[src/rtl/vga_pkg.sv]
// Shared frame constants, widths and types for the VRAM rectangle filler.
package vga_pkg;
    localparam int WIDTH  = 640;
    localparam int HEIGHT = 480;
    localparam int ADDR_W = 19;
    localparam int X_W    = 10;
    localparam int Y_W    = 9;
    localparam int PIX_W  = 12;

    typedef logic [PIX_W-1:0] pixel_t;  // RGB444

    typedef enum logic [1:0] {
        S_IDLE = 2'd0,
        S_FILL = 2'd1,
        S_DONE = 2'd2
    } state_t;

    // Clipped rectangle: exclusive end bounds plus the first row's base address.
    typedef struct packed {
        logic [X_W:0]      xe;
        logic [Y_W:0]      ye;
        logic              empty;
        logic [ADDR_W-1:0] row_base;
    } clip_t;
endpackage

[src/rtl/rect_clip.sv]
// Combinational clip of a requested rectangle to the frame, plus y0*width
// formed from constant shifts and adds.
module rect_clip
    import vga_pkg::*;
#(
    parameter int width  = WIDTH,
    parameter int height = HEIGHT
) (
    input  logic [X_W-1:0] i_x0,
    input  logic [Y_W-1:0] i_y0,
    input  logic [X_W-1:0] i_w,
    input  logic [Y_W-1:0] i_h,
    output clip_t          o_clip
);
    localparam logic [X_W:0]      W_LIM = (X_W+1)'(width);
    localparam logic [Y_W:0]      H_LIM = (Y_W+1)'(height);
    localparam logic [ADDR_W-1:0] W_MUL = ADDR_W'(width);

    logic [X_W:0]      w_xsum;
    logic [Y_W:0]      w_ysum;
    logic [X_W:0]      w_xe;
    logic [Y_W:0]      w_ye;
    logic [ADDR_W-1:0] w_acc;

    always_comb begin
        // One extra bit keeps x0+w and y0+h from wrapping before the clip.
        w_xsum = {1'b0, i_x0} + {1'b0, i_w};
        w_ysum = {1'b0, i_y0} + {1'b0, i_h};
        w_xe   = (w_xsum > W_LIM) ? W_LIM : w_xsum;
        w_ye   = (w_ysum > H_LIM) ? H_LIM : w_ysum;

        w_acc = '0;
        for (int i = 0; i < ADDR_W; i++) begin
            if (W_MUL[i]) w_acc = w_acc + (ADDR_W'(i_y0) << i);
        end

        o_clip.xe       = w_xe;
        o_clip.ye       = w_ye;
        o_clip.empty    = ({1'b0, i_x0} >= w_xe) || ({1'b0, i_y0} >= w_ye);
        o_clip.row_base = w_acc;
    end
endmodule

[src/rtl/vram_rect_fill.sv]
// Rectangle fill engine: one VRAM write per cycle in raster order, with the
// address walked incrementally from a per-row base.
module vram_rect_fill
    import vga_pkg::*;
#(
    parameter int width  = WIDTH,
    parameter int height = HEIGHT
) (
    input  logic              vram_clk,
    input  logic              clrn,
    input  logic              start,
    input  logic [X_W-1:0]    x0,
    input  logic [Y_W-1:0]    y0,
    input  logic [X_W-1:0]    w,
    input  logic [Y_W-1:0]    h,
    input  pixel_t            color,
    output logic              we,
    output logic [ADDR_W-1:0] addr,
    output pixel_t            data,
    output logic              busy,
    output logic              done
);
    localparam logic [ADDR_W-1:0] W_MUL = ADDR_W'(width);

    state_t            r_state;
    logic [X_W-1:0]    r_col;
    logic [X_W-1:0]    r_x0;
    logic [X_W:0]      r_xe;
    logic [Y_W-1:0]    r_row;
    logic [Y_W:0]      r_ye;
    logic [ADDR_W-1:0] r_row_base;
    logic              r_we;
    logic [ADDR_W-1:0] r_addr;
    pixel_t            r_data;
    logic              r_busy;
    logic              r_done;

    clip_t             w_clip;
    logic [X_W:0]      w_col_nxt;
    logic [Y_W:0]      w_row_nxt;
    logic [ADDR_W-1:0] w_base_nxt;
    logic              w_row_end;
    logic              w_last;

    rect_clip #(.width(width), .height(height)) u_clip (
        .i_x0   (x0),
        .i_y0   (y0),
        .i_w    (w),
        .i_h    (h),
        .o_clip (w_clip)
    );

    // r_col/r_row always name the pixel currently presented on addr.
    always_comb begin
        w_col_nxt  = {1'b0, r_col} + (X_W+1)'(1);
        w_row_nxt  = {1'b0, r_row} + (Y_W+1)'(1);
        w_base_nxt = r_row_base + W_MUL;
        w_row_end  = (w_col_nxt == r_xe);
        w_last     = w_row_end && (w_row_nxt == r_ye);
    end

    always_ff @(posedge vram_clk or negedge clrn) begin
        if (!clrn) begin
            r_state    <= S_IDLE;
            r_col      <= '0;
            r_x0       <= '0;
            r_xe       <= '0;
            r_row      <= '0;
            r_ye       <= '0;
            r_row_base <= '0;
            r_we       <= 1'b0;
            r_addr     <= '0;
            r_data     <= '0;
            r_busy     <= 1'b0;
            r_done     <= 1'b0;
        end else begin
            case (r_state)
                S_IDLE: begin
                    if (start) begin
                        r_busy <= 1'b1;
                        if (w_clip.empty) begin
                            r_state <= S_DONE;
                            r_done  <= 1'b1;
                        end else begin
                            // First write goes out right away, from the clip outputs.
                            r_state    <= S_FILL;
                            r_we       <= 1'b1;
                            r_addr     <= w_clip.row_base + ADDR_W'(x0);
                            r_data     <= color;
                            r_col      <= x0;
                            r_x0       <= x0;
                            r_xe       <= w_clip.xe;
                            r_row      <= y0;
                            r_ye       <= w_clip.ye;
                            r_row_base <= w_clip.row_base;
                        end
                    end
                end
                S_FILL: begin
                    if (w_last) begin
                        r_state <= S_DONE;
                        r_we    <= 1'b0;
                        r_done  <= 1'b1;
                    end else if (w_row_end) begin
                        r_row      <= w_row_nxt[Y_W-1:0];
                        r_col      <= r_x0;
                        r_row_base <= w_base_nxt;
                        r_addr     <= w_base_nxt + ADDR_W'(r_x0);
                    end else begin
                        r_col  <= w_col_nxt[X_W-1:0];
                        r_addr <= r_row_base + ADDR_W'(w_col_nxt);
                    end
                end
                S_DONE: begin
                    r_state <= S_IDLE;
                    r_done  <= 1'b0;
                    r_busy  <= 1'b0;
                end
                default: begin
                    r_state <= S_IDLE;
                    r_we    <= 1'b0;
                    r_done  <= 1'b0;
                    r_busy  <= 1'b0;
                end
            endcase
        end
    end

    assign we   = r_we;
    assign addr = r_addr;
    assign data = r_data;
    assign busy = r_busy;
    assign done = r_done;
endmodule

[config.mk]
export PLATFORM = sky130hd
export DESIGN_NAME = vram_rect_fill
export DESIGN_NICKNAME = d
export VERILOG_FILES = /design/src/rtl/vga_pkg.sv /design/src/rtl/rect_clip.sv /design/src/rtl/vram_rect_fill.sv
export SDC_FILE = /design/constraint.sdc
export NUM_CORES = 1
export LEC_CHECK = 0
export CAP_MARGIN = 20
export CORE_AREA = 2 2 103 204
export DETAILED_ROUTE_END_ITERATION = 7
export DIE_AREA = 0 0 105 206
export PLACE_DENSITY = 0.71
export SETUP_SLACK_MARGIN = 0.3
export SLEW_MARGIN = 25
export SYNTH_ARGS = -nofsm -noshare
export SYNTH_HDL_FRONTEND = slang
export SYNTH_HIERARCHICAL = 1
export SYNTH_SLANG_ARGS = --single-unit
[constraint.sdc]
create_clock -name vram_clk -period 3.4 [get_ports vram_clk]
set_clock_uncertainty 0.05 [all_clocks]
set_input_delay 0.68 -clock vram_clk [delete_from_list [all_inputs] [get_ports vram_clk]]
set_output_delay 0.68 -clock vram_clk [all_outputs]
set_load 0.02 [all_outputs]
---- After elaboration in Yosys (flattened, before gate mapping) ----
Index checks and enable logic that the tools add are counted.
word-level totals
  register bits ........................... 105
  input bits .............................. 53
  output and inout port bits .............. 34
cells by class
  add/subtract/negate cells ............... 9
  magnitude comparators ................... 4
  eq/ne operators ......................... 10
  mux-type cells .......................... 36
  bitwise logic cells ..................... 3
  reductions and logical operators ........ 11
operators with widths
  operator                count
  $mux 19                 8
  $pmux 19 s2             2
  $mux 10                 5
  $add 19x10->19          2
  $mux 9                  4
  $pmux 10 s2             1
  $add 16x18->19          1
  $add 19x10->19 const B  1
  $add 19x11->19          1
  $pmux 9 s2              1
  $add 10x1->11 const B   1
  $add 10x10->11          1
  $eq 11x11->1            1
  $ge 10x11->1            1
  $gt 11x10->1 const B    1
  $mux 11                 1
  $add 9x1->10 const B    1
  $add 9x9->10            1
  $eq 10x10->1            1
  $ge 9x10->1             1
  $gt 10x9->1 const B     1
  $ne 2x2->1 const B      5
  $reduce_and 4->1        2
  $mux 1                  7
  15 further kinds        22

---- Depth between registers and ports, before layout ----
  word-level depth ........................ 8
  gate-level depth with buffers ........... 24
  depth with buffers taken out ............ 22

---- By module ----
Netlist, hierarchy kept.
by module, submodules not included
  module          instances  cells an instance  area an instance (µm²)  seq. area each (µm²)
  vram_rect_fill  1          949                7880.1                  2627.5
  rect_clip       1          268                1951.9                  0.0

---- Least setup slack after synthesis ----
Ideal clock, no wire load.
  kind .................................... input port to flip-flop
  from .................................... in x0[5]
  to ...................................... reg r_xe[4]
  setup time .............................. 134 ps
  arrival time ............................ 5444 ps
  required time ........................... 3216 ps
  slack ................................... -2228 ps
  stages .................................. 21
  path buffers ............................ 4
  path through ............................ ha_1 clkbuf_1 mux2_1 or4_4 o41ai_1 a31oi_1 nor2b_2 buf_6 nand2_1 ha_1 a21oi_1 nor2_1 a2111oi_0 nor3_1 a2111oi_0 nand3_1 nand2b_1 nor3_1 clkbuf_1 clkbuf_1 o21ai_0
RTL lines
  what                  line                  RTL
  from (decl)           vram_rect_fill.sv:12  input logic [X_W-1:0] x0,
  to (signal assigned)  vram_rect_fill.sv:92  r_xe <= w_clip.xe;
  to (decl)             vram_rect_fill.sv:28  logic [X_W:0] r_xe;

==> metrics.csv <==
metric;value;unit
status;complete, but fails checks;
failing checks;negative setup slack;
Post-Synthesis Cells;1217;
num rows;74;
fin crit share;149.0;%
fmax;0.1974;GHz
Buffers on Ports;86;
critical-path cell with the highest stage delay;or4_4;
Nets;1624;
Setup crit end kind;register;
Total Routed Length;35570;µm
via/cell ratio;6.099;
GRT overflow;0;
total CTS buffers;9;
Period minus WS final;5.066;ns
crit path DAT;5.29;ns
P_int;6.595;mW
final setup fails;104;
initial antenna violation count;0;
Psw;6.019;mW
Place WS;-2.917;ns
Hold Crit Class;in -> async;
sequential-to-total area share from yosys stat;26.72;%
switching share of power;47.71;%
Worst path max stage delay;0.57;ns
DRC violations left;0;
Slew headroom;49.80;%
Peak VDD IR;0.6546;mV
PwrDens;886.6;mW/mm²
CTS sink count;105;
max-slew violation count;0;
Iter 0 DRT Violations;949;
Syn Area/Cell;8.079;µm²
largest net degree at the start of global routing;54;
final worst slack;-1.666;ns
RSZ-0062 raised after global routing;true;
Clock transition at path regs;0.08;ns
first-pass GRT wire length;54340;µm
HPWL after DPL;24660;µm
post-synth top area share;26.72;%
# IOs;87;
Core ar.;0.02018;mm²
Mapped Area;0.009832;mm²
CTS max path bufs;2;
Non-Filler Instances;1756;
layout cells sized above 1;30.87;%
Leakage Power;6.528;nW
final hold vios;0;
Die ar.;0.02163;mm²
CTS H-Tree Depth;3;
fraction of registers with async set/reset;100.0;%
vias in the first global route;10410;
most frequent cell after synthesis;nand2_1;
TritonCTS clock tree;built;
worst slew pin tran;0.7530;ns
Post-synth EDFFs;0;
Max-Cap Viols;0;
Placer Congestion;0.9257;
number of synthesized register bits;105;
yosys warns;6;
diode count;0;
largest fanout on the critical path;7;
Clk Latency, worst-skew pair;0.38;ns
Die Width;105;µm
total global-route track usage;31.85;%
count of cell types in the netlist;88;
largest cells by area after synthesis;dfrtp_1 27%, ha_1 10%, nand2_1 8.3%;
# placed instances;1692;
CTS root buf;clkbuf_16;
Gate power share;68.8;%
detailed-route via count;10710;
Die Ht;206;µm
crit path cell chain;buf_2 > ha_4 > buf_4 > nor4b_2 > or4_4 > o41ai_4 > a31oi_2 > nor2b_4 > nand2_1 > ha_1 > nand2_2 > nor2_4 > a2111oi_4 > nor3_2 > a2111oi_4 > nand3_1 > nand2b_4 > buf_12 > nor3_4 > buf_6 > buf_12 > buf_6 > o32ai_2 > o32ai_1;
CP required;3.62;ns
sequential share of power;21.4;%
post-DR wirelength/cell;20.26;µm
Critical Path Source Type;primary input;
Main synth FF type;dfrtp_1;
Routed Antenna Nets;0;
Initial Utilization;48.71;%
area delta synth->final;44.72;%
Yosys top cell by area;dfrtp_1;
clock share of power;9.8;%
most common library cells after synthesis;218 x nand2_1, 105 x dfrtp_1, 79 x ha_1;
Pre-antenna DRT Iters;6;
critical setup path kind;in -> reg;
-- logic make-up after synthesis --
group | synth area share, %
adder cells (fa/ha/maj) | 11.28
AO/OA/AOI/OAI | 21.05
XOR/XNOR | 6.732
other | 0.03814
buffers and inverters | 5.548
flip-flops | 26.72
AND/OR/NAND/NOR | 22.89
multiplexers | 5.739
-- worst max-delay path, delay by kind of cell --
kind	cells	cell delay [ns]
AO/OA/AOI/OAI	6	1.48
adder cells (fa/ha/maj)	2	0.53
buffers and inverters	6	0.81
AND/OR/NAND/NOR	10	1.79
-- repair_timing --
item                                    in CTS  in global routing
resized for setup                          166                143
hold buffers                                 0                  0
endpoints found under the setup margin     104                104
pin swaps                                   56                 73
cloned                                      11                  2
buffers inserted                            27                  9
-- stage by stage --
step | total power [mW] | utilization, % | instance area (µm²) | TNS, ns | hold WS, ns
3_5_place_dp | 9.795 | 60.80 | 12270 | -284.04 | 0.4199
6_report | 12.61 | 70.49 | 14230 | -159.70 | 0.3155
5_1_grt | 13.34 | 70.49 | 14230 | -169.73 | 0.3622
4_1_cts | 11.78 | 66.87 | 13500 | -157.11 | 0.3417
2_1_floorplan | 7.432 | - | 10160 | -138.29 | 0.3344
3_3_place_gp | 9.602 | 60.80 | 12270 | -271.19 | 0.4069
-- area by class of cell --
class	count	area (µm²)
Clock inverter	6	107.6
Tap cell	266	332.8
Timing Repair inverter	2	27.53
Multi-Input combinational cell	1003	7802
Timing Repair Buffer	309	2883
Clock buffer	9	225.2
Fill cell	1569	5956
Sequential cell	105	2628
Inverter	56	222.7
-- power by group through the flow --
stage          logic [mW]  clock network, mW  registers [mW]
5_1_grt              9.28               1.28            2.77
2_1_floorplan        4.91                  0            2.53
6_report             8.68               1.23            2.70
4_1_cts              7.95               1.23            2.59
3_3_place_gp         7.04                  0            2.56
3_5_place_dp         7.22                  0            2.58
-- sequential cells by signal, summed over array words and instances (netlist names), 9 cells and up --
name        count
r_x0           10
r_row_base     19
r_xe           11
r_ye           10
r_col          10
data           12
addr           19
r_row           9
-- cells in the final DEF, fill, tap and decap left out, types with 22 or more instances in the layout --
cell type,n
a21oi_1,50
a31oi_1,22
buf_4,181
buf_6,28
clkdlybuf4s50_1,63
dfrtp_1,105
ha_1,62
inv_1,54
mux2i_1,29
nand2_1,162
nand2_2,34
nand2_4,23
nand3_1,37
nor2_1,62
o21ai_0,58
xnor2_1,42
xor2_1,29
-- path summary, 6_finish.rpt --
kind,start,to,slack (ns),cells past startpoint
min,clrn,addr[9],0.32,1
min in group vram_clk,data[2],data[2],0.44,2
min reg2reg,data[2],data[2],0.44,2
max,w[4],addr[12],-1.67,24
max reg2reg,r_col[0],addr[17],-0.07,11
max in group asynchronous,clrn,addr[13],2.20,2
-- metal layers --
metal	track usage, %	wire [µm]	up-vias
li1	-	-	4914
met1	38.95	13870	5128
met2	55.52	17440	544
met3	4.068	2418	123
met4	14.52	1845	0
met5	0	0	-
No activity file was read; power rests on OpenSTA's default activity.
